### src/rtl/driver_pattern.sv
// driver_pattern: prescaled pattern generator (CONST/INV/ROTL/COUNT) with load; ports clk, rst, en, mode, load, din -> out, tick; `define DRIVER_PATTERN_SAT_EN makes COUNT saturate at all-ones
module driver_pattern #(
  parameter int WIDTH = 8,
  parameter int DIV = 4,
  parameter int INIT = 1
) (
  input  logic             clk,
  input  logic             rst,
  input  logic             en,
  input  logic [1:0]       mode,
  input  logic             load,
  input  logic [WIDTH-1:0] din,
  output logic [WIDTH-1:0] out,
  output logic             tick
);
  localparam logic [15:0] last = 16'(DIV - 1);
  logic [15:0] cnt;
  logic [WIDTH-1:0] rot, inc, nxt;
  logic wrap;
  always_comb begin
    rot = (out << 1) | (out >> (WIDTH - 1));
`ifdef DRIVER_PATTERN_SAT_EN
    inc = &out ? out : out + WIDTH'(1);
`else
    inc = out + WIDTH'(1);
`endif
    nxt = mode == 2'b00 ? out : mode == 2'b01 ? ~out : mode == 2'b10 ? rot : inc;
    wrap = cnt == last;
  end
  always_ff @(posedge clk) begin
    if (rst) begin
      out <= WIDTH'(INIT);
      cnt <= '0;
      tick <= 1'b0;
    end else if (load) begin
      out <= din;
      cnt <= '0;
      tick <= 1'b0;
    end else if (en) begin
      cnt <= wrap ? '0 : cnt + 16'd1;
      tick <= wrap;
      if (wrap) out <= nxt;
    end else begin
      tick <= 1'b0;
    end
  end
endmodule

### config.mk
export PLATFORM = sky130hd
export DESIGN_NAME = driver_pattern
export DESIGN_NICKNAME = d
export VERILOG_FILES = /design/src/rtl/driver_pattern.sv
export SDC_FILE = /design/constraint.sdc
export NUM_CORES = 1
export LEC_CHECK = 0
export ABC_AREA = 1
export BUFFER_PORTS_ARGS = -buffer_cell sky130_fd_sc_hd__buf_2
export CAP_MARGIN = 0
export CORE_ASPECT_RATIO = 0.5
export CORE_MARGIN = 5
export CORE_UTILIZATION = 29
export CTS_BUF_LIST = sky130_fd_sc_hd__clkbuf_2
export DETAILED_ROUTE_END_ITERATION = 8
export PLACE_DENSITY = 0.46
export SLEW_MARGIN = 0
export SYNTH_ARGS = -nofsm -noshare
export SYNTH_HDL_FRONTEND = slang
export SYNTH_SLANG_ARGS = --single-unit
### constraint.sdc
create_clock -name clk -period 1.83 [get_ports clk]
set_input_delay 0.2745 -clock clk [delete_from_list [all_inputs] [get_ports clk]]
set_output_delay 0.2745 -clock clk [all_outputs]
set_load 0.02 [all_outputs]
== Word-level counts from Yosys, hierarchy flattened ==
Cells that the tools add are included.
Word-level totals
  flip-flop bits (word level): 25
  bits of input ports: 14
  output and inout bits: 9
  word-level logic and storage cells: 25
Cells by class
  add/sub/neg operators: 2
  eq/ne operators: 4
  mux-type cells: 7
  bitwise operators: 3
  reduce and logical (&&, ||, !) cells: 6
Operators with widths (number)
  $mux W8: 6
  $add A16 B1 Y16 const B: 1
  $eq A16 B2 Y1 const B: 1
  $mux W16: 1
  $add A8 B1 Y8 const B: 1
  $not A8 Y8: 1
  $or A8 B1 Y8: 1
  $reduce_bool A2 Y1: 2
  $reduce_and A3 Y1: 1
  $reduce_or A3 Y1: 1
  $eq A2 B1 Y1 const B: 1
  $eq A2 B2 Y1 const B: 1
  $logic_not A2 Y1: 1
  $ne A2 B2 Y1 const B: 1
  $reduce_or A2 Y1: 1
  $not A1 Y1: 1

== Depth between registers and ports, before layout ==
Gate-level depths: netlist of run 1.
  depth after elaboration: 7
  mapped depth: 10
  gate-level depth less buffers: 10

== Worst setup path before layout of run 1 ==
No wires, ideal clock.
  path kind: register to register
  from: reg cnt[0]
  to: reg out[2]
  setup time: 113 ps
  arrival: 1341 ps
  required time: 1717 ps
  slack: 375 ps
  cell stages (with the launch flop): 11
  buffers on the path: 0
  period minus slack after synthesis: 1455 ps
  cell sequence: dfxtp_1 -> ha_1 -> inv_1 -> nor2_1 -> nand2_1 -> nor2_1 -> nand3_2 -> nand2_2 -> inv_1 -> o21ai_1 -> nor2_1
Between the ends
  word-level cells in the longest chain between the ends: 3
Ends and longest elaborated chain
  from (decl): line 17  | logic [15:0] cnt;
  from (signal assigned): line 40  | cnt <= wrap ? '0 : cnt + 16'd1;
  $eq A16 B2 Y1: line 28  | wrap = cnt == last;
  $reduce_bool A2 Y1 (no source line)
  $reduce_and A3 Y1 (no source line)
  to (signal assigned): line 32  | out <= WIDTH'(INIT);
  to (signal assigned): line 36  | out <= din;
  to (signal assigned): line 42  | if (wrap) out <= nxt;
  to (decl): line 13  | output logic [WIDTH-1:0] out,
No other way between the ends.
A chain may end at the register's enable or synchronous reset.

== Worst setup path in the final report of run 1 ==
  from: reg cnt[1]
  to: reg out[2]
Same word-level chain as after synthesis.

==> results of run 1 <==
logic make-up (layout without fill, tap and decap cells):
logic type                 after synthesis  after routing  synth area share
and+or+nand+nor                        135            135             0.378
AOI/OAI and AO/OA                       50             50             0.179
buffers and inverters                   37             61            0.0935
xor gates and xnor gates                 2              2            0.0113
DFF                                     25             25             0.322
adders and majority gates                2              2            0.0161
worst max-delay path: stages (launching register included):
cell and delay (ns):
dfxtp_1 0.42, ha_1 0.20, inv_1 0.05, nor2_1 0.08, nand2_1 0.05, nor2_1 0.16, nand3_2 0.18, nand2_2 0.17
inv_1 0.10, o21ai_1 0.14, nor2_1 0.04
sequential cells by signal, indices dropped and copies added, names as in the netlist:
name and flops:
cnt 16, out 8, tick 1
worst max path at each step:
stage / startpoint / end / slack (ns) / cells after the start
floorplan: cnt[0] / out[2] / 0.38 / 10
global placement: cnt[0] / out[2] / 0.21 / 10
detailed placement: cnt[0] / out[2] / 0.17 / 10
CTS: cnt[0] / out[2] / 0.18 / 10
global route: cnt[1] / out[2] / 0.002 / 10
finish: cnt[1] / out[2] / 0.22 / 10
synth_stat cells:
master	n
nor3_1	13
o211a_1	1
inv_2	1
clkbuf_1	2
ha_1	2
dfxtp_1	25
o21a_1	1
buf_4	1
a21oi_1	18
nand3_2	1
nand4_1	4
or2_2	2
nor3_2	1
buf_2	2
o21ai_1	1
nor3_4	1
o211ai_1	6
xor2_1	2
nand2_1	52
o21ai_0	21
nand3_1	13
inv_1	30
o21bai_1	2
nand2_2	3
clkinv_1	1
nor2_1	45
repair_timing:
action,4_1_cts,5_1_grt
hold endpoints to repair,0,0
setup endpoints to repair,0,1
resized for setup,0,1
cell type report:
class | count | area (um2)
flip-flops and latches | 25 | 502
clock inverters | 1 | 5.00
inverters | 32 | 120
repair buffers | 25 | 133
fillers | 583 | 3280
clock buffers | 3 | 15.0
well taps | 70 | 87.6
multi-input cells | 189 | 907
layer usage:
metal | vias to the layer above | global-route usage | wire [um]
met1 | 715 | 0.153 | 1920
li1 | 868 | - | -
met5 | - | 0 | 0
met4 | 0 | 0.0205 | 32
met3 | 2 | 0.0319 | 196
met2 | 26 | 0.220 | 1870
power by group through the flow:
stage	Clock, mW	Combinational [mW]	Sequential [mW]
2_1_floorplan	0	0.102	0.605
3_3_place_gp	0	0.173	0.595
3_5_place_dp	0	0.172	0.595
4_1_cts	0.246	0.173	0.585
5_1_grt	0.262	0.199	0.588
6_report	0.227	0.171	0.584
stage by stage:
stage | utilization | hold slack [ns]
after floorplan | - | 0.423
after global placement | 0.346 | 0.476
after detailed placement | 0.346 | 0.478
after CTS | 0.350 | 0.108
after global routing | 0.351 | 0.118
final | 0.351 | 0.128
==> results by group, run 1 <==
Finish
  – Non-Filler Instances: 345
  – Area grow syn2layout: 13.9%
  – Antenna fix cells: 0
  – Layout cell share with drive strength beyond 1: 0.142
  – Highest-count cells in the layout ignoring fill and taps: nand2_1 (52), nor2_1 (45), inv_1 (30)
  – Design area: 0.00177 mm2
  – Layout Nets: 292
  – Most common cell after layout, fill and taps aside: nand2_1

Floorplan
  – Die width: 113 um
  – Die area: 0.00701 mm2
  – Cell Rows: 18
  – Core ar.: 0.00504 mm2
  – Ports: 23
  – Initial core utilization: 0.308
  – Die height: 61.7 um

Hold path
  – Hold Path Stages: 3
  – Worst Hold Class: in2reg
  – HP Start: din[0]
  – Worst Hold End: out[0]

CTS
  – TritonCTS clock tree: yes
  – Later-pin clock latency in the skew report: 0.37 ns
  – Clock buffer depth: 2
  – Htree depth: 1
  – Hold buffers post-CTS: 0
  – Worst-path clk slew: 0.27 ns
  – Setup bufs post-CTS: 0
  – CTS root buf: clkbuf_2
  – Clk sink count: 25
  – CTS buffer count: 3

Synthesis
  – Unique cell type count in the Yosys netlist: 26
  – Yosys warns: 0
  – Yosys reg bits: 25
  – Syn Area/Cell: 6.19 um2
  – Synth top area cells: dfxtp_1 (32%), nand2_1 (13%), nor2_1 (11%)
  – Register area share after synthesis: 0.322
  – Mapped Area: 0.00155 mm2
  – Syn_nets: 267
  – Synth area leader: dfxtp_1
  – Post-Synthesis Cells: 251
  – Post-synth top area share: 0.322

Timing
  – Fmax: 0.621 GHz
  – Clock period minus final worst setup slack: 1.61 ns
  – Final hold viol count: 0
  – Worst rel slew slack: 0.687
  – Unrepaired setup endpoints after global routing: false
  – Clk_skew: 0.0293 ns
  – Setup TNS: 0 ns
  – Fin crit share: 0.880
  – Final setup fails: 0
  – Max Slew Vio Count: 0
  – Least-Margin Pin Slew: 0.468 ns
  – Final worst slack: 0.220 ns

Worst setup path
  – Reg2Reg Setup Slack: 0.22 ns
  – CP arrival: 1.93 ns
  – Largest fanout on the critical path: 8
  – Startpoint Class: register
  – Critical path class: reg2reg
  – Crit. End Element: register
  – Worst R2R Start: cnt[1]
  – Reg2Reg Depth: 10
  – Critical Path RT: 2.15 ns
  – Reg2Reg Capture Point: out[2]

Detailed routing
  – Vias per cell: 4.67
  – Initial DRC count: 100
  – WL/cell: 11.6 um
  – DR vias: 1611
  – Pre-Repair DR Iteration Count: 4
  – DRT antenna net count: 0
  – Detailed-route DRC error count: 0
  – Total wire length: 4020 um

Placed design
  – Place WS: 0.169 ns
  – Placer Congestion: 0.795
  – Placed inst area: 0.00175 mm2
  – Final HPWL DP: 3100 um
  – Port Buf Inserts: 22
  – Placed Instances: 341

Run status
  – Status: finished, final reports clean

GRT
  – Initial antenna violation count: 0
  – First-pass GRT wire length: 6910 um
  – Total grt overflow: 0
  – Vias in the first global route: 1486
  – Largest net degree at the start of global routing: 17
  – Total track usage: 0.122

Flow run
  – Max cap viols: 0

Pwr
  – Comb pwr share: 0.174
  – Reg power frac: 0.595
  – Leakage: 0.775 nW
  – Psw: 0.308 mW
  – Tot Pwr: 0.983 mW
  – Cell area power density: 555 mW/mm2
  – Worst vdd ir: 0.000148 V
  – Clock network power share: 0.231
  – Switching share of total power: 0.314
  – Internal: 0.675 mW
(Power assumes the default switching activity.)
==> run 2, diff against run 1 <==
--- a/config.mk
+++ b/config.mk
@@ -14,6 +14,7 @@
 export CTS_BUF_LIST = sky130_fd_sc_hd__clkbuf_2
 export DETAILED_ROUTE_END_ITERATION = 8
 export PLACE_DENSITY = 0.46
+export REMOVE_ABC_BUFFERS = 1
 export SLEW_MARGIN = 0
 export SYNTH_ARGS = -nofsm -noshare
 export SYNTH_HDL_FRONTEND = slang
==> results by group, run 2 (same netlist as run 1, synthesis figures left out) <==
Floorplan
  – Die height: 61.7 um (unchanged)
  – Die width: 113 um (unchanged)
  – Ports: 23 (unchanged)
  – Core ar.: 0.00504 mm2 (unchanged)
  – Die area: 0.00701 mm2 (unchanged)
  – Cell Rows: 18 (unchanged)
  – Initial core utilization: 0.308 (unchanged)

Timing
  – Hold_ws: 0.118 ns (-0.00982 ns)
  – Unrepaired setup endpoints after global routing: false
  – Final setup fails: 0 (unchanged)
  – Least-Margin Pin Slew: 0.449 ns (-0.0197 ns)
  – Clk_skew: 0.00427 ns (-0.0250 ns)
  – Max Slew Vio Count: 0 (unchanged)
  – Clock period minus final worst setup slack: 1.63 ns (+0.0217 ns)
  – Setup TNS: 0 ns (unchanged)
  – Final worst slack: 0.198 ns (-0.0217 ns)
  – Final hold viol count: 0 (unchanged)
  – Fmax: 0.613 GHz (-1.3%)
  – Worst rel slew slack: 0.700 (+0.0131)
  – Fin crit share: 0.892 (+0.0119)

GRT
  – First-pass GRT wire length: 6700 um (-3.0%)
  – Total track usage: 0.119 (-0.00273)
  – Vias in the first global route: 1461 (-1.7%)
  – Initial antenna violation count: 0 (unchanged)
  – Total grt overflow: 0 (unchanged)
  – Largest net degree at the start of global routing: 17 (unchanged)

CTS
  – CTS buffer count: 3 (unchanged)
  – CTS root buf: clkbuf_2
  – Later-pin clock latency in the skew report: 0.37 ns (about the same)
  – Clk sink count: 25 (unchanged)
  – Clock buffer depth: 2 (unchanged)
  – TritonCTS clock tree: yes
  – Htree depth: 1 (unchanged)
  – Hold buffers post-CTS: 0 (unchanged)
  – Worst-path clk slew: 0.27 ns (about the same)

Finish
  – # fillers: 582 (-0.17%)
  – Most common cell after layout, fill and taps aside: nand2_1
  – Largest registers: cnt x16, out x8, tick x1
  – Antenna fix cells: 0 (unchanged)
  – Area grow syn2layout: 13.8%
  – Layout Nets: 291 (-0.34%)
  – Layout cell share with drive strength beyond 1: 0.142 (+0.000518)
  – Reg area: 502 um2 (unchanged)
  – Layout Utilization: 0.350 (-0.000496)
  – Design area: 0.00177 mm2 (-0.14%)
  – Largest Register: cnt
  – Highest-count cells in the layout ignoring fill and taps: nand2_1 (51), nor2_1 (45), inv_1 (30)
  – Area of the multi-input gates: 910 um2 (+0.28%)
  – Non-Filler Instances: 344 (-0.29%)
  – Largest register FFs: 16 (unchanged)

Worst setup path
  – Crit. End Element: register
  – Critical Path RT: 2.15 ns (about the same)
  – Critical path class: reg2reg
  – Reg2Reg Depth: 10 (unchanged)
  – Crit path from: cnt[1]
  – Reg2Reg Capture Point: out[2]
  – Startpoint Class: register
  – CP arrival: 1.95 ns (+0.02 ns)
  – Largest fanout on the critical path: 8 (unchanged)
  – Worst R2R Start: cnt[1]
  – Reg2Reg Setup Slack: 0.20 ns (-0.02 ns)
  – Critical Path End: out[2]

Placed design
  – Placed Instances: 340 (-0.29%)
  – Place WS: 0.138 ns (-0.0314 ns)
  – Placed inst area: 0.00174 mm2 (-0.43%)
  – Final HPWL DP: 2990 um (-3.7%)
  – Placer Congestion: 0.822 (+3.4%)
  – Port Buf Inserts: 22 (unchanged)

Pwr
  – Cell area power density: 564 mW/mm2 (+1.5%)
  – Leakage: 0.766 nW (-1.1%)
  – Tot Pwr: 0.996 mW (+1.3%)
  – Worst vdd ir: 0.000226 V (+53%)

Detailed routing
  – Vias per cell: 4.64 (-0.71%)
  – Detailed-route DRC error count: 0 (unchanged)
  – DR vias: 1595 (-0.99%)
  – Total wire length: 3910 um (-2.6%)
  – Pre-Repair DR Iteration Count: 4 (unchanged)
  – Initial DRC count: 84 (-16%)
  – WL/cell: 11.4 um (-2.3%)
  – DRT antenna net count: 0 (unchanged)

Run status
  – Status: finished, final reports clean

Flow run
  – Max cap viols: 0 (unchanged)

Hold path
  – Worst Hold Class: in2reg
  – Hold Path Stages: 3 (unchanged)
run 2: worst min-delay path by stage:
stage | startpoint | to | slack, ns
final | din[0] | out[0] | 0.12
after global routing | din[0] | out[0] | 0.09
after CTS | din[0] | out[0] | 0.1
after detailed placement | cnt[13] | cnt[13] | 0.48
after global placement | cnt[7] | cnt[7] | 0.48
after floorplan | rst | out[5] | 0.34
run 2: final cells by class:
type                       instances  share of cell area
clock inverter                     1             0.00425
clock buffer                       3             0.00850
timing repair buffer              24              0.0708
multi-input combinational        189               0.515
sequential                        25               0.284
inverter                          32              0.0680
tap                               70              0.0496
run 2: critical path, stage by stage (launching register included):
cell	delay, ns
dfxtp_1	0.43
ha_1	0.21
inv_1	0.05
nor2_1	0.07
nand2_1	0.05
nor2_1	0.16
nand3_2	0.11
nand2_2	0.16
inv_1	0.14
o21ai_1	0.15
nor2_1	0.05
run 2: routing by layer:
| layer | up-vias | routed length (um) | GRT usage |
|---|---|---|---|
| met3 | 4 | 131 | 0.0319 |
| met4 | 0 | 48 | 0.0291 |
| li1 | 864 | - | - |
| met1 | 707 | 1980 | 0.153 |
| met5 | - | 0 | 0 |
| met2 | 20 | 1750 | 0.206 |
run 2: timing repair:
action | CTS | global route
endpoints found under the setup margin | 0 | 9
gates resized for setup | 0 | 2
setup buffers | 0 | 0
run 2: report_power, final:
part           switching (mW)  internal [mW]
Clock                   0.194         0.0506
Sequential             0.0229          0.562
Combinational           0.105         0.0611
Total                   0.322          0.674
==> run 3, diff against run 2 <==
--- a/config.mk
+++ b/config.mk
@@ -7,7 +7,7 @@
 export LEC_CHECK = 0
 export ABC_AREA = 1
 export BUFFER_PORTS_ARGS = -buffer_cell sky130_fd_sc_hd__buf_2
-export CAP_MARGIN = 0
+export CAP_MARGIN = 20
 export CORE_ASPECT_RATIO = 0.5
 export CORE_MARGIN = 5
 export CORE_UTILIZATION = 29
==> constraint.sdc (replaced) <==
create_clock -name clk -period 1.9 [get_ports clk]
set_input_delay 0.285 -clock clk [delete_from_list [all_inputs] [get_ports clk]]
set_output_delay 0.285 -clock clk [all_outputs]
set_load 0.02 [all_outputs]
==> results by group, run 3 (same netlist as run 1, synthesis figures left out) <==
Timing
  – Worst rel slew slack: 0.662 (-0.0385)
  – Fmax: 0.610 GHz (-0.40%)
  – Setup TNS: 0 ns (unchanged)
  – Clock period minus final worst setup slack: 1.64 ns (+0.00653 ns)
  – Unrepaired setup endpoints after global routing: false
  – Final hold viol count: 0 (unchanged)
  – Clk_skew: 0.0182 ns (+0.0139 ns)
  – Least-Margin Pin Slew: 0.506 ns (+0.0576 ns)
  – Final setup fails: 0 (unchanged)
  – Fin crit share: 0.862 (-0.0294)
  – Hold_ws: 0.136 ns (+0.0182 ns)
  – Max Slew Vio Count: 0 (unchanged)

Detailed routing
  – DRT antenna net count: 0 (unchanged)
  – Initial DRC count: 98 (+17%)
  – DR vias: 1622 (+1.7%)
  – Total wire length: 4090 um (+4.7%)
  – Vias per cell: 4.70 (+1.4%)
  – Detailed-route DRC error count: 0 (unchanged)
  – Pre-Repair DR Iteration Count: 4 (unchanged)
  – WL/cell: 11.9 um (+4.4%)

CTS
  – Clk sink count: 25 (unchanged)
  – Htree depth: 1 (unchanged)
  – Later-pin clock latency in the skew report: 0.37 ns (about the same)
  – CTS root buf: clkbuf_2
  – Setup bufs post-CTS: 0 (unchanged)
  – Clock buffer depth: 2 (unchanged)
  – Worst-path clk slew: 0.27 ns (about the same)
  – CTS buffer count: 3 (unchanged)
  – TritonCTS clock tree: yes

Worst setup path
  – Critical Path RT: 2.21 ns (+0.06 ns)
  – CP arrival: 1.95 ns (about the same)
  – Startpoint Class: register
  – Largest fanout on the critical path: 8 (unchanged)
  – Critical path class: reg2reg
  – Crit. End Element: register

Finish
  – Layout cell share with drive strength beyond 1: 0.145 (+0.00312)
  – Antenna fix cells: 0 (unchanged)
  – Largest register FFs: 16 (unchanged)
  – Layout Nets: 292 (+0.34%)
  – Largest Register: cnt
  – Area grow syn2layout: 14.0%
  – Highest-count cells in the layout ignoring fill and taps: nand2_1 (52), nor2_1 (45), inv_1 (30)
  – Most common cell after layout, fill and taps aside: nand2_1
  – Largest registers: cnt x16, out x8, tick x1

Floorplan
  – Die area: 0.00701 mm2 (unchanged)
  – Core ar.: 0.00504 mm2 (unchanged)
  – Die width: 113 um (unchanged)
  – Die height: 61.7 um (unchanged)
  – Ports: 23 (unchanged)
  – Initial core utilization: 0.308 (unchanged)
  – Cell Rows: 18 (unchanged)

Pwr
  – Leakage: 0.775 nW (+1.2%)
  – Worst vdd ir: 0.000150 V (-34%)
  – Cell area power density: 538 mW/mm2 (-4.6%)

Flow run
  – Max cap viols: 0 (unchanged)

GRT
  – Vias in the first global route: 1562 (+6.9%)
  – Total track usage: 0.124 (+0.00449)
  – Total grt overflow: 0 (unchanged)
  – Largest net degree at the start of global routing: 17 (unchanged)
  – Initial antenna violation count: 0 (unchanged)
  – First-pass GRT wire length: 7040 um (+5.2%)

Placed design
  – Final HPWL DP: 3140 um (+5.0%)
  – Port Buf Inserts: 22 (unchanged)
  – Placer Congestion: 0.773 (-6.0%)

Run status
  – Status: finished, final reports clean

Hold path
  – Worst Hold Class: in2reg
[run 3: cell types whose count changed in the layout (fill, tap and decap cells not counted)]
cell	before	now
buf_4	2	3
clkinv_2	0	1
clkinvlp_4	1	0
dfxtp_1	24	23
dfxtp_2	1	2
nand2_1	51	52
nand2_2	4	3
[run 3: report_power, final]
part	switching, mW	leakage, nW	internal, mW
clock	0.176	0.0164	0.0477
combinational	0.104	0.555	0.0613
sequential	0.0222	0.204	0.541
[run 3: final cells by class]
type                    count  area [um2]
flip-flops and latches     25         503
repair buffers             25         133
multi-input cells         189         907
fillers                   594        3270
well taps                  70        87.6
inverters                  32         120
clock inverters             1        5.00
clock buffers               3        15.0
[run 3: final timing paths]
path	startpoint	to	slack [ns]	depth (start not counted)
min reg2reg	cnt[0]	cnt[0]	0.51	2
max	cnt[0]	out[2]	0.26	10
min	rst	out[5]	0.14	2
max reg2reg	cnt[0]	out[2]	0.26	10
[run 3: worst max-delay path, cell delays in order, from the launching register on]
cell and delay [ns]:
dfxtp_2 0.41, ha_1 0.19, inv_1 0.05, nor2_1 0.08, nand2_1 0.05, nor2_1 0.17, nand3_2 0.18, nand2_2 0.17
inv_1 0.11, o21ai_1 0.15, nor2_1 0.05
[run 3: per-layer routing]
metal  wire, um  vias to the layer above  global-route usage
li1           -                      870                   -
met1       2070                      721               0.158
met2       1810                       27               0.220
met3        160                        4              0.0280
met4         42                        0              0.0274
met5          0                        -                   0
[run 3: repair_timing]
item,CTS,global route
endpoints found under the setup margin,0,1
hold endpoints to repair,0,0
resized for setup,0,2
hold buffers,0,0
[run 3: stage by stage]
stage | setup WS, ns | power [mW] | cells | utilization | area (um2)
after CTS | 0.201 | 0.977 | 345 | 0.350 | 1770
after global routing | 0.0438 | 1.02 | 345 | 0.351 | 1770
after global placement | 0.284 | 0.740 | 341 | 0.346 | 1750
after detailed placement | 0.212 | 0.740 | 341 | 0.346 | 1750
after floorplan | 0.437 | 0.672 | 246 | - | 1530
final | 0.261 | 0.952 | 345 | 0.351 | 1770
